$ cat src/rtl/game_pkg.sv
// Shared definitions for the jump game: the state bus encoding seen by both
// jump_sequencer and block_controller, plus the playfield geometry constants.
package game_pkg;

    typedef enum logic [2:0] {
        ST_IDLE   = 3'd0,
        ST_RELOAD = 3'd1,
        ST_READY  = 3'd2,
        ST_CHARGE = 3'd3,
        ST_JUMP   = 3'd4,
        ST_LAND   = 3'd5,
        ST_OVER   = 3'd6
    } game_state_t;

    // Rightmost legal player centre; jump targets clamp here.
    localparam int unsigned X_MAX        = 639;
    // Half-width of a landing block in pixels.
    localparam int unsigned BLOCK_HALF_W = 20;

endpackage

$ cat src/rtl/btn_edge.sv
// Single-cycle rise/fall pulses from an already-synchronised button level.
module btn_edge (
    input  logic clk,
    input  logic rst_n,
    input  logic i_btn,
    output logic o_rise,
    output logic o_fall
);

    logic btn_q;
    logic btn_d;

    // Next history value is simply the current level.
    always_comb btn_d = i_btn;

    // Button history register, one cycle behind i_btn.
    always_ff @(posedge clk or negedge rst_n) begin
        if (!rst_n) btn_q <= 1'b0;
        else        btn_q <= btn_d;
    end

    assign o_rise = i_btn & ~btn_q;
    assign o_fall = ~i_btn & btn_q;

endmodule

$ cat src/rtl/jump_sequencer.sv
// Master game FSM: charge power while the button is held, animate the jump,
// judge the landing against the blocks, keep score and supervise block reloads.
module jump_sequencer
    import game_pkg::*;
#(
    parameter int unsigned POWER_STEP     = 1,
    parameter int unsigned POWER_MAX      = 255,
    parameter int unsigned DIST_SCALE     = 2,
    parameter int unsigned JUMP_SPEED     = 4,
    parameter int unsigned HALF_W         = BLOCK_HALF_W,
    parameter int unsigned X_LIMIT        = X_MAX,
    parameter int unsigned RELOAD_TIMEOUT = 1023
) (
    input  logic        clk_machine,
    input  logic        rst_machine,
    input  logic        i_btn,
    input  logic        i_tick,
    input  logic [31:0] i_x_block1,
    input  logic [31:0] i_x_block2,
    input  logic        i_en_block2,
    input  logic        i_reload_done,
    output logic [2:0]  o_state,
    output logic [15:0] o_power,
    output logic [31:0] o_x_player,
    output logic [15:0] o_score,
    output logic        o_game_over
);

    localparam logic [15:0] WD_LIMIT = 16'(RELOAD_TIMEOUT);

    game_state_t state_q, state_d;
    logic [15:0] power_q, power_d;
    logic [31:0] x_q, x_d;
    logic [31:0] target_q, target_d;
    logic [15:0] score_q, score_d;
    logic        game_over_q, game_over_d;
    logic [15:0] wdog_q, wdog_d;

    logic        rise, fall;
    logic [31:0] pwr_inc, reach, x_next;

    btn_edge u_btn_edge (
        .clk    (clk_machine),
        .rst_n  (rst_machine),
        .i_btn  (i_btn),
        .o_rise (rise),
        .o_fall (fall)
    );

    function automatic logic [31:0] absdiff(input logic [31:0] a, input logic [31:0] b);
        return (a > b) ? (a - b) : (b - a);
    endfunction

    // Next-state and datapath update for every game state.
    always_comb begin
        state_d  = state_q;
        power_d  = power_q;
        x_d      = x_q;
        target_d = target_q;
        score_d  = score_q;
        wdog_d   = '0;
        pwr_inc  = {16'd0, power_q} + 32'(POWER_STEP);
        reach    = x_q + ({16'd0, power_q} * 32'(DIST_SCALE));
        x_next   = x_q + 32'(JUMP_SPEED);

        case (state_q)
            ST_IDLE: begin
                if (rise) begin
                    score_d = '0;
                    x_d     = i_x_block1;
                    state_d = ST_RELOAD;
                end
            end
            ST_RELOAD: begin
                wdog_d = wdog_q + 16'd1;
                if (i_reload_done) begin
                    x_d     = i_x_block1;
                    wdog_d  = '0;
                    state_d = ST_READY;
                end else if (wdog_d == WD_LIMIT) begin
                    wdog_d  = '0;
                    state_d = ST_OVER;
                end
            end
            ST_READY: begin
                if (rise) begin
                    power_d = '0;
                    state_d = ST_CHARGE;
                end
            end
            ST_CHARGE: begin
                // A release in the same cycle as a tick wins; no increment.
                if (fall) begin
                    target_d = (reach > 32'(X_LIMIT)) ? 32'(X_LIMIT) : reach;
                    state_d  = ST_JUMP;
                end else if (i_tick) begin
                    power_d = (pwr_inc > 32'(POWER_MAX)) ? 16'(POWER_MAX) : pwr_inc[15:0];
                end
            end
            ST_JUMP: begin
                if (i_tick) begin
                    if (x_next >= target_q) begin
                        x_d     = target_q;
                        state_d = ST_LAND;
                    end else begin
                        x_d = x_next;
                    end
                end
            end
            ST_LAND: begin
                // Block2 is judged first so a landing in the overlap scores.
                if (i_en_block2 && (absdiff(x_q, i_x_block2) <= 32'(HALF_W))) begin
                    score_d = (score_q == 16'hFFFF) ? score_q : score_q + 16'd1;
                    state_d = ST_RELOAD;
                end else if (absdiff(x_q, i_x_block1) <= 32'(HALF_W)) begin
                    state_d = ST_READY;
                end else begin
                    state_d = ST_OVER;
                end
            end
            ST_OVER: begin
                if (rise) state_d = ST_IDLE;
            end
            default: state_d = ST_IDLE;
        endcase

        game_over_d = (state_d == ST_OVER);
    end

    // Game state and registered outputs.
    always_ff @(posedge clk_machine or negedge rst_machine) begin
        if (!rst_machine) begin
            state_q     <= ST_IDLE;
            power_q     <= '0;
            x_q         <= '0;
            target_q    <= '0;
            score_q     <= '0;
            game_over_q <= 1'b0;
            wdog_q      <= '0;
        end else begin
            state_q     <= state_d;
            power_q     <= power_d;
            x_q         <= x_d;
            target_q    <= target_d;
            score_q     <= score_d;
            game_over_q <= game_over_d;
            wdog_q      <= wdog_d;
        end
    end

    assign o_state     = state_q;
    assign o_power     = power_q;
    assign o_x_player  = x_q;
    assign o_score     = score_q;
    assign o_game_over = game_over_q;

endmodule

$ cat config.mk
export PLATFORM = sky130hd
export DESIGN_NAME = jump_sequencer
export DESIGN_NICKNAME = d
export VERILOG_FILES = /design/src/rtl/game_pkg.sv /design/src/rtl/btn_edge.sv /design/src/rtl/jump_sequencer.sv
export SDC_FILE = /design/constraint.sdc
export NUM_CORES = 1
export LEC_CHECK = 0
export ABC_AREA = 1
export CORE_MARGIN = 4
export CORE_UTILIZATION = 43
export CTS_BUF_LIST = sky130_fd_sc_hd__clkbuf_8
export DETAILED_ROUTE_END_ITERATION = 8
export SLEW_MARGIN = 0
export SYNTH_ARGS = -nofsm -noshare
export SYNTH_HDL_FRONTEND = slang
export SYNTH_SLANG_ARGS = --single-unit
$ cat constraint.sdc
create_clock -name clk_machine -period 9.65 [get_ports clk_machine]
set_clock_uncertainty 0.1 [all_clocks]
set_input_delay 2.4125 -clock clk_machine [delete_from_list [all_inputs] [get_ports clk_machine]]
set_output_delay 2.4125 -clock clk_machine [all_outputs]
set_load 0.01 [all_outputs]
# Yosys cells after proc, flatten, opt, wreduce, memory -nomap -nowiden

Cells that the tools add are included.

Mux-type cells: 30
Add/sub/neg operators: 9
Magnitude comparators: 7
Equal/unequal tests: 17
Reduce and logical (&&, ||, !) cells: 9
Bitwise gates (word level): 4

Operators by type and width:

| operator                                                                           | count |
|---|---|
| 32-bit 2-to-1 mux                                                                  | 7 |
| 16-bit 2-to-1 mux                                                                  | 9 |
| 32-bit subtractor                                                                  | 4 |
| 32-bit case mux with 3 select lines                                                | 1 |
| 32-bit greater-than comparator                                                     | 2 |
| 32-bit by 5-bit less-or-equal comparator with 1-bit output (second input constant) | 2 |
| 16-bit case mux with 2 select lines                                                | 2 |
| 16-bit by 1-bit adder with 16-bit output (second input constant)                   | 2 |
| 32-bit by 17-bit adder with 32-bit output                                          | 1 |
| 32-bit by 3-bit adder with 32-bit output (second input constant)                   | 1 |
| 32-bit >= comparator                                                               | 1 |
| 32-bit by 10-bit greater-than comparator with 1-bit output (second input constant) | 1 |
| 3-bit 2-to-1 mux                                                                   | 10 |
| 3-bit case mux with 7 select lines                                                 | 1 |
| 16-bit by 1-bit adder with 17-bit output (second input constant)                   | 1 |
| 17-bit by 8-bit greater-than comparator with 1-bit output (second input constant)  | 1 |
| 16-bit by 10-bit == test with 1-bit output (second input constant)                 | 1 |
| 16-bit == test (second input constant)                                             | 1 |
| 2-bit inequality test (second input constant)                                      | 8 |
| 3-bit == test (second input constant)                                              | 4 |
| 4-bit AND reduction                                                                | 3 |
| 3-bit by 2-bit == test with 1-bit output (second input constant)                   | 2 |
| 2-bit nonzero test                                                                 | 2 |
| 3-bit by 1-bit == test with 1-bit output (second input constant)                   | 1 |
| 6 further kinds                                                                    | 8 |

Word-level logic and storage cells: 84
Register bits: 117
Output and inout port bits: 68

# Logic depth before layout (Yosys ltp)

Depth after elaboration: 7
Depth in mapped cells: 27
Mapped depth without buffers: 26

# Hierarchy

Synthesis repeated with hierarchy kept, for this count alone.

Cell total of the unflattened synthesis: 3042
Area total of the unflattened synthesis: 17540.6 um2

By module, submodules not included:

| module         | area each (um2) | cells each | instances |
|---|---|---|---|
| jump_sequencer | 17500.5         | 3037       | 1 |
| btn_edge       | 40.0            | 5          | 1 |

# Worst setup path after synthesis

OpenSTA, ideal clock, no wires.

Path kind: in2reg
Start point: input i_x_block2[19]
End point: register score_q[14] (netlist: o_score[14])
Setup time: 0.118 ns
Buffers on the path: 2
Data required time: 9.432 ns
Path slack: 4.864 ns
Stages on the path: 24
Arrival time: 4.568 ns
Cell sequence: inv_1 > ha_1 > buf_2 > nand2_1 > inv_1 > nand2_1 > nand3_1 > nand2_1 > nand2_1 > a21oi_1 > nand2_4 > nand2_4 > nand2_1 > nand3_1 > nand2_1 > nor2_1 > nand2_1 > nor2_2 > nand2_1 > nand2_2 > nand2_2 > buf_6 > nand2_1 > o21ai_2

Cells in the longest elaborated chain, start to end: 6
Elaborated cells on any way between the ends: 8
Classes of those cells: add/sub (2); order compare (2); eq/ne (1); mux (1); reduce/logical (2)

RTL lines:

| element                                                             | RTL line              | text |
|---|---|---|
| from (decl)                                                         | jump_sequencer.sv:19  | `input logic [31:0] i_x_block2,` |
| 32-bit subtractor or 32-bit greater-than comparator (tied branches) | jump_sequencer.sv:51  | `return (a > b) ? (a - b) : (b - a);` |
| 32-bit 2-to-1 mux *                                                 | jump_sequencer.sv:51  |  |
| 32-bit by 5-bit less-or-equal comparator with 1-bit output *        | jump_sequencer.sv:112 | `if (i_en_block2 && (absdiff(x_q, i_x_block2) <= 32'(HALF_W))) begin` |
| 1-bit logical AND *                                                 | jump_sequencer.sv:112 |  |
| 2-bit inequality test (no source line) *                            | n/a                   |  |
| 4-bit AND reduction (no source line) *                              | n/a                   |  |
| to (signal assigned)                                                | jump_sequencer.sv:145 | `score_q <= score_d;` |
| to (decl)                                                           | jump_sequencer.sv:35  | `logic [15:0] score_q, score_d;` |

Mark *: on every way between the ends. The rest lies on a longest branch, timed or not.
A chain may end at the register's enable or synchronous reset.

# Worst setup path after layout

Start point: input i_x_block2[12]
End point: register score_q[2] (netlist: o_score[2])

The elaborated chain is that of the path after synthesis.

==> impl_metrics.csv <==
group,metric,value,unit
status,status,"completed",
sta,hold_viol,0,
drt,ant_nets,0,
global_route,grt_max_degree,63,
job,maxCapViolCount,0,
drt,route.detailed.drc,0,
synthesis,ys_warn_count,0,
power_and_ir_drop,leakagePower,0.0109,uW
floorplan,die-area,44000,um2
synthesis,ys_seq_area_share,16.7,%
drt,viasPerCell,5.49,
sta,rsz0062_at_grt,"no",
cells_and_area,final_area,19900,um2
floorplan,core_area,40000,um2
sta,fmax,0.157,GHz
synthesis,ys_ff_latch,117,
floorplan,io_pins,138,
placed_design,dpl_worst_slack,2.91,ns
worst_setup_path,required,9.87,ns
floorplan,die_y,210,um
synthesis,netlist-cell-type-count,49,
clock_tree,clkTransAtPathRegs,0.08,ns
sta,slew_headroom,27.2,%
cells_and_area,antennaDiodeCount,0,
cells_and_area,layout-drive-gt1-share,3.52,%
placed_design,placed_area,19500,um2
worst_setup_path,crit_chain,"clkdlybuf4s50_1 > inv_1 > ha_1 > nand2_1 > nor2_1 > nand2_1 > clkinv_1 > nand2_1 > nand2_2 > nand2_1 > nand2_1 > nand2_1 > nor2_1 > nand3_1 > nand2_1 > nand4_1 > nor2_2 > nand2_1 > nand2_2 > nand2_2 > nand2_1 > o21ai_2",
sta,layout_setup_ws,3.29,ns
placed_design,portBuffers,137,
sta,min_period,6.36,ns
synthesis,synth_top_family_by_area,"simple AND/OR/NAND/NOR gates",
cells_and_area,most-common-layout-cells,"nand2_1 (1,068), inv_1 (549), nor2_1 (269)",
sta,period_share,65.9,%
synthesis,synth_fa_ha_area_share,13.0,%
sta,worstMarginPinSlew,1.09,ns
worst_setup_path,start_kind,"input port",
synthesis,synth_area,17500,um2
drt,drt_iter0_drc,2093,
sta,slew_violations,0,
floorplan,placementRows,73,
synthesis,synthMuxAreaShare,0,%
sta,finalSetupTns,0,ns
worst_setup_path,critPathCaptureType,"register",
placed_design,gp_congestion,1.06,
worst_setup_path,worstPathMaxFanout,32,
sta,setup_viol,0,
synthesis,syn_nets,3310,
drt,routed_wl,76000,um
cells_and_area,final_common_cell,"nand2_1",
floorplan,die_w,210,um
placed_design,post-dp-hpwl,62600,um
clock_tree,hold_buffers,0,
worst_setup_path,crit_arrival,6.58,ns
clock_tree,cts_resized,0,
clock_tree,ctsLongestPathBuffers,2,
clock_tree,htreeDepth,4,
floorplan,initial_core_util,43.8,%
synthesis,synth-edff-count,0,
synthesis,synthXorXnorAreaFrac,5.30,%
synthesis,async_flop_share,100,%
synthesis,syn_area_per_cell,5.73,um2
worst_setup_path,critPathMaxStageDelay,0.54,ns
synthesis,synth_simple_gate_area_share,39.8,%
global_route,grt.overflow.total,0,
worst_setup_path,cp_top_family,"simple AND/OR/NAND/NOR gates",
synthesis,netlist_instances,3059,
synthesis,synth_flop_cell,"dfrtp_1",
power_and_ir_drop,ir_drop,0.170,mV
drt,wire_per_inst,20.4,um
worst_hold_path,hold_path_class,"register to register",
cells_and_area,post-route-util,49.8,%
power_and_ir_drop,p_per_area,314,nW/um2
drt,num_vias,20476,
clock_tree,cts_buffers,17,
clock_tree,cts-root-buf,"clkbuf_8",
global_route,grt_pass1_wl,114000,um
global_route,track_usage,33.5,%
drt,first_pass_iters,8,
worst_setup_path,crit_top_cell,"nand2_1",
worst_setup_path,crit_buf_inv,3,
global_route,antenna_found_initial,1,
clock_tree,insertion_delay,0.46,ns
worst_setup_path,path_class,"input port to register",
clock_tree,clkSinkCount,117,
clock_tree,postCtsSetupRepairBufs,0,
cells_and_area,synthToLayoutAreaGrowth,13.7,%
clock_tree,cts_tree,"done",
synthesis,synth_compound_area_share,12.2,%
worst_setup_path,cpMaxStageDelayCell,"ha_1",
cells_and_area,layout.nets,3444,
global_route,first_global_vias,19483,
cells by family after synthesis:
group / Yosys count
adder cells (fa/ha/maj): 181
XOR/XNOR: 106
AO/OA/AOI/OAI: 368
AND/OR/NAND/NOR: 1691
flip-flops: 117
buffers and inverters: 596
worst reg2reg max path, cell delays in order (launching register included):
cell and delay [ns]:
dfrtp_1 0.72, ha_1 0.30, nand3_1 0.14, nor2_1 0.22
nand3_1 0.17, nor3_2 0.25, nand2_1 0.16, nor3_2 0.28
nand2_1 0.20, nor3_1 0.29, xor2_1 0.21, inv_1 0.10
ha_1 0.28, nand2_1 0.06, inv_1 0.05, nand3_1 0.07
nor3_1 0.25, nor4b_1 0.54, nand4_1 0.16, nand3_1 0.17
nand2_1 0.43, clkinv_1 0.61, nand2_1 0.12, a32oi_1 0.22
layout make-up:
type	count	area (um2)
Tap cell	525	657
Clock buffer	18	248
Clock inverter	14	186
Fill cell	4348	20100
Sequential cell	117	2930
Multi-Input combinational cell	2346	12300
Timing Repair Buffer	153	1490
Inverter	558	2090
report_power, final:
group          switching [uW]  internal (uW)  total (uW)
clock                     223            287         510
sequential                268            604         871
combinational            3390           1490        4880
layer usage:
layer	track usage [%]	vias up	share of wire (%)	routed length, um
li1	-	9896	-	-
met1	47.9	9529	45	34200
met2	51.4	916	42	32200
met3	6.41	133	9.4	7130
met4	9.77	2	3.1	2320
met5	0	-	0.021	16
Yosys cell counts (2+ instances only):
| library cell | count | area [um2] |
|---|---|---|
| nand2_4 | 2 | 22.5 |
| a21boi_0 | 5 | 37.5 |
| o22ai_1 | 11 | 68.8 |
| nand4_1 | 63 | 394 |
| a32oi_1 | 19 | 166 |
| inv_2 | 5 | 18.8 |
| dfrtp_1 | 117 | 2930 |
| a21oi_2 | 2 | 17.5 |
| buf_6 | 4 | 45.0 |
| or2_2 | 2 | 12.5 |
| nand2_1 | 1068 | 4010 |
| clkbuf_2 | 7 | 35.0 |
| buf_2 | 5 | 25.0 |
| a21o_1 | 5 | 37.5 |
| xnor2_1 | 8 | 70.1 |
| a31o_2 | 2 | 17.5 |
| nor3_2 | 4 | 40.0 |
| inv_1 | 546 | 2050 |
| nand2_2 | 10 | 62.6 |
| nor3_1 | 31 | 155 |
| a31oi_1 | 5 | 31.3 |
| nand3_1 | 206 | 1030 |
| nand3b_1 | 5 | 37.5 |
| nor2_2 | 16 | 100 |
| o221ai_1 | 6 | 52.6 |
| o211ai_1 | 4 | 30.0 |
| o21a_1 | 7 | 52.6 |
| and3_1 | 3 | 18.8 |
| o21ai_0 | 87 | 435 |
| clkbuf_1 | 20 | 75.1 |
| o21bai_1 | 9 | 67.6 |
| o2111ai_1 | 4 | 35.0 |
| ha_1 | 180 | 2250 |
| clkinv_1 | 7 | 26.3 |
| nor4_1 | 5 | 31.3 |
| nor2_1 | 271 | 1020 |
| o21ai_2 | 18 | 158 |
| a21oi_1 | 182 | 911 |
| xor2_1 | 98 | 858 |
worst paths after layout:
kind / start / to / slack, ns / cells after the start
max in group asynchronous: rst_machine / o_power[2] / 6.19 / 2
hold reg to reg: wdog_q[0] / wdog_q[0] / 0.39 / 1
setup / recovery: i_x_block2[12] / o_score[2] / 3.29 / 22
min in group asynchronous: rst_machine / o_score[0] / 1.91 / 1
hold / removal: wdog_q[0] / wdog_q[0] / 0.39 / 1
setup reg to reg: o_x_player[2] / o_x_player[26] / 3.43 / 23
through the flow:
stage	cells	power (uW)	hold WS (ns)
2_1_floorplan	3059	3870	0.355
3_3_place_gp	3699	5580	0.377
3_5_place_dp	3699	5580	0.385
4_1_cts	3731	6110	0.398
5_1_grt	3731	6760	0.432
6_report	3731	6260	0.394
state kept, by name, indices dropped and copies added, names as in the netlist:
| signal | cells |
|---|---|
| o_score | 16 |
| o_state | 3 |
| u_btn_edge.btn_q | 1 |
| wdog_q | 16 |
| o_power | 16 |
| o_x_player | 32 |
| target_q | 32 |
| o_game_over | 1 |
(Power assumes the default switching activity.)
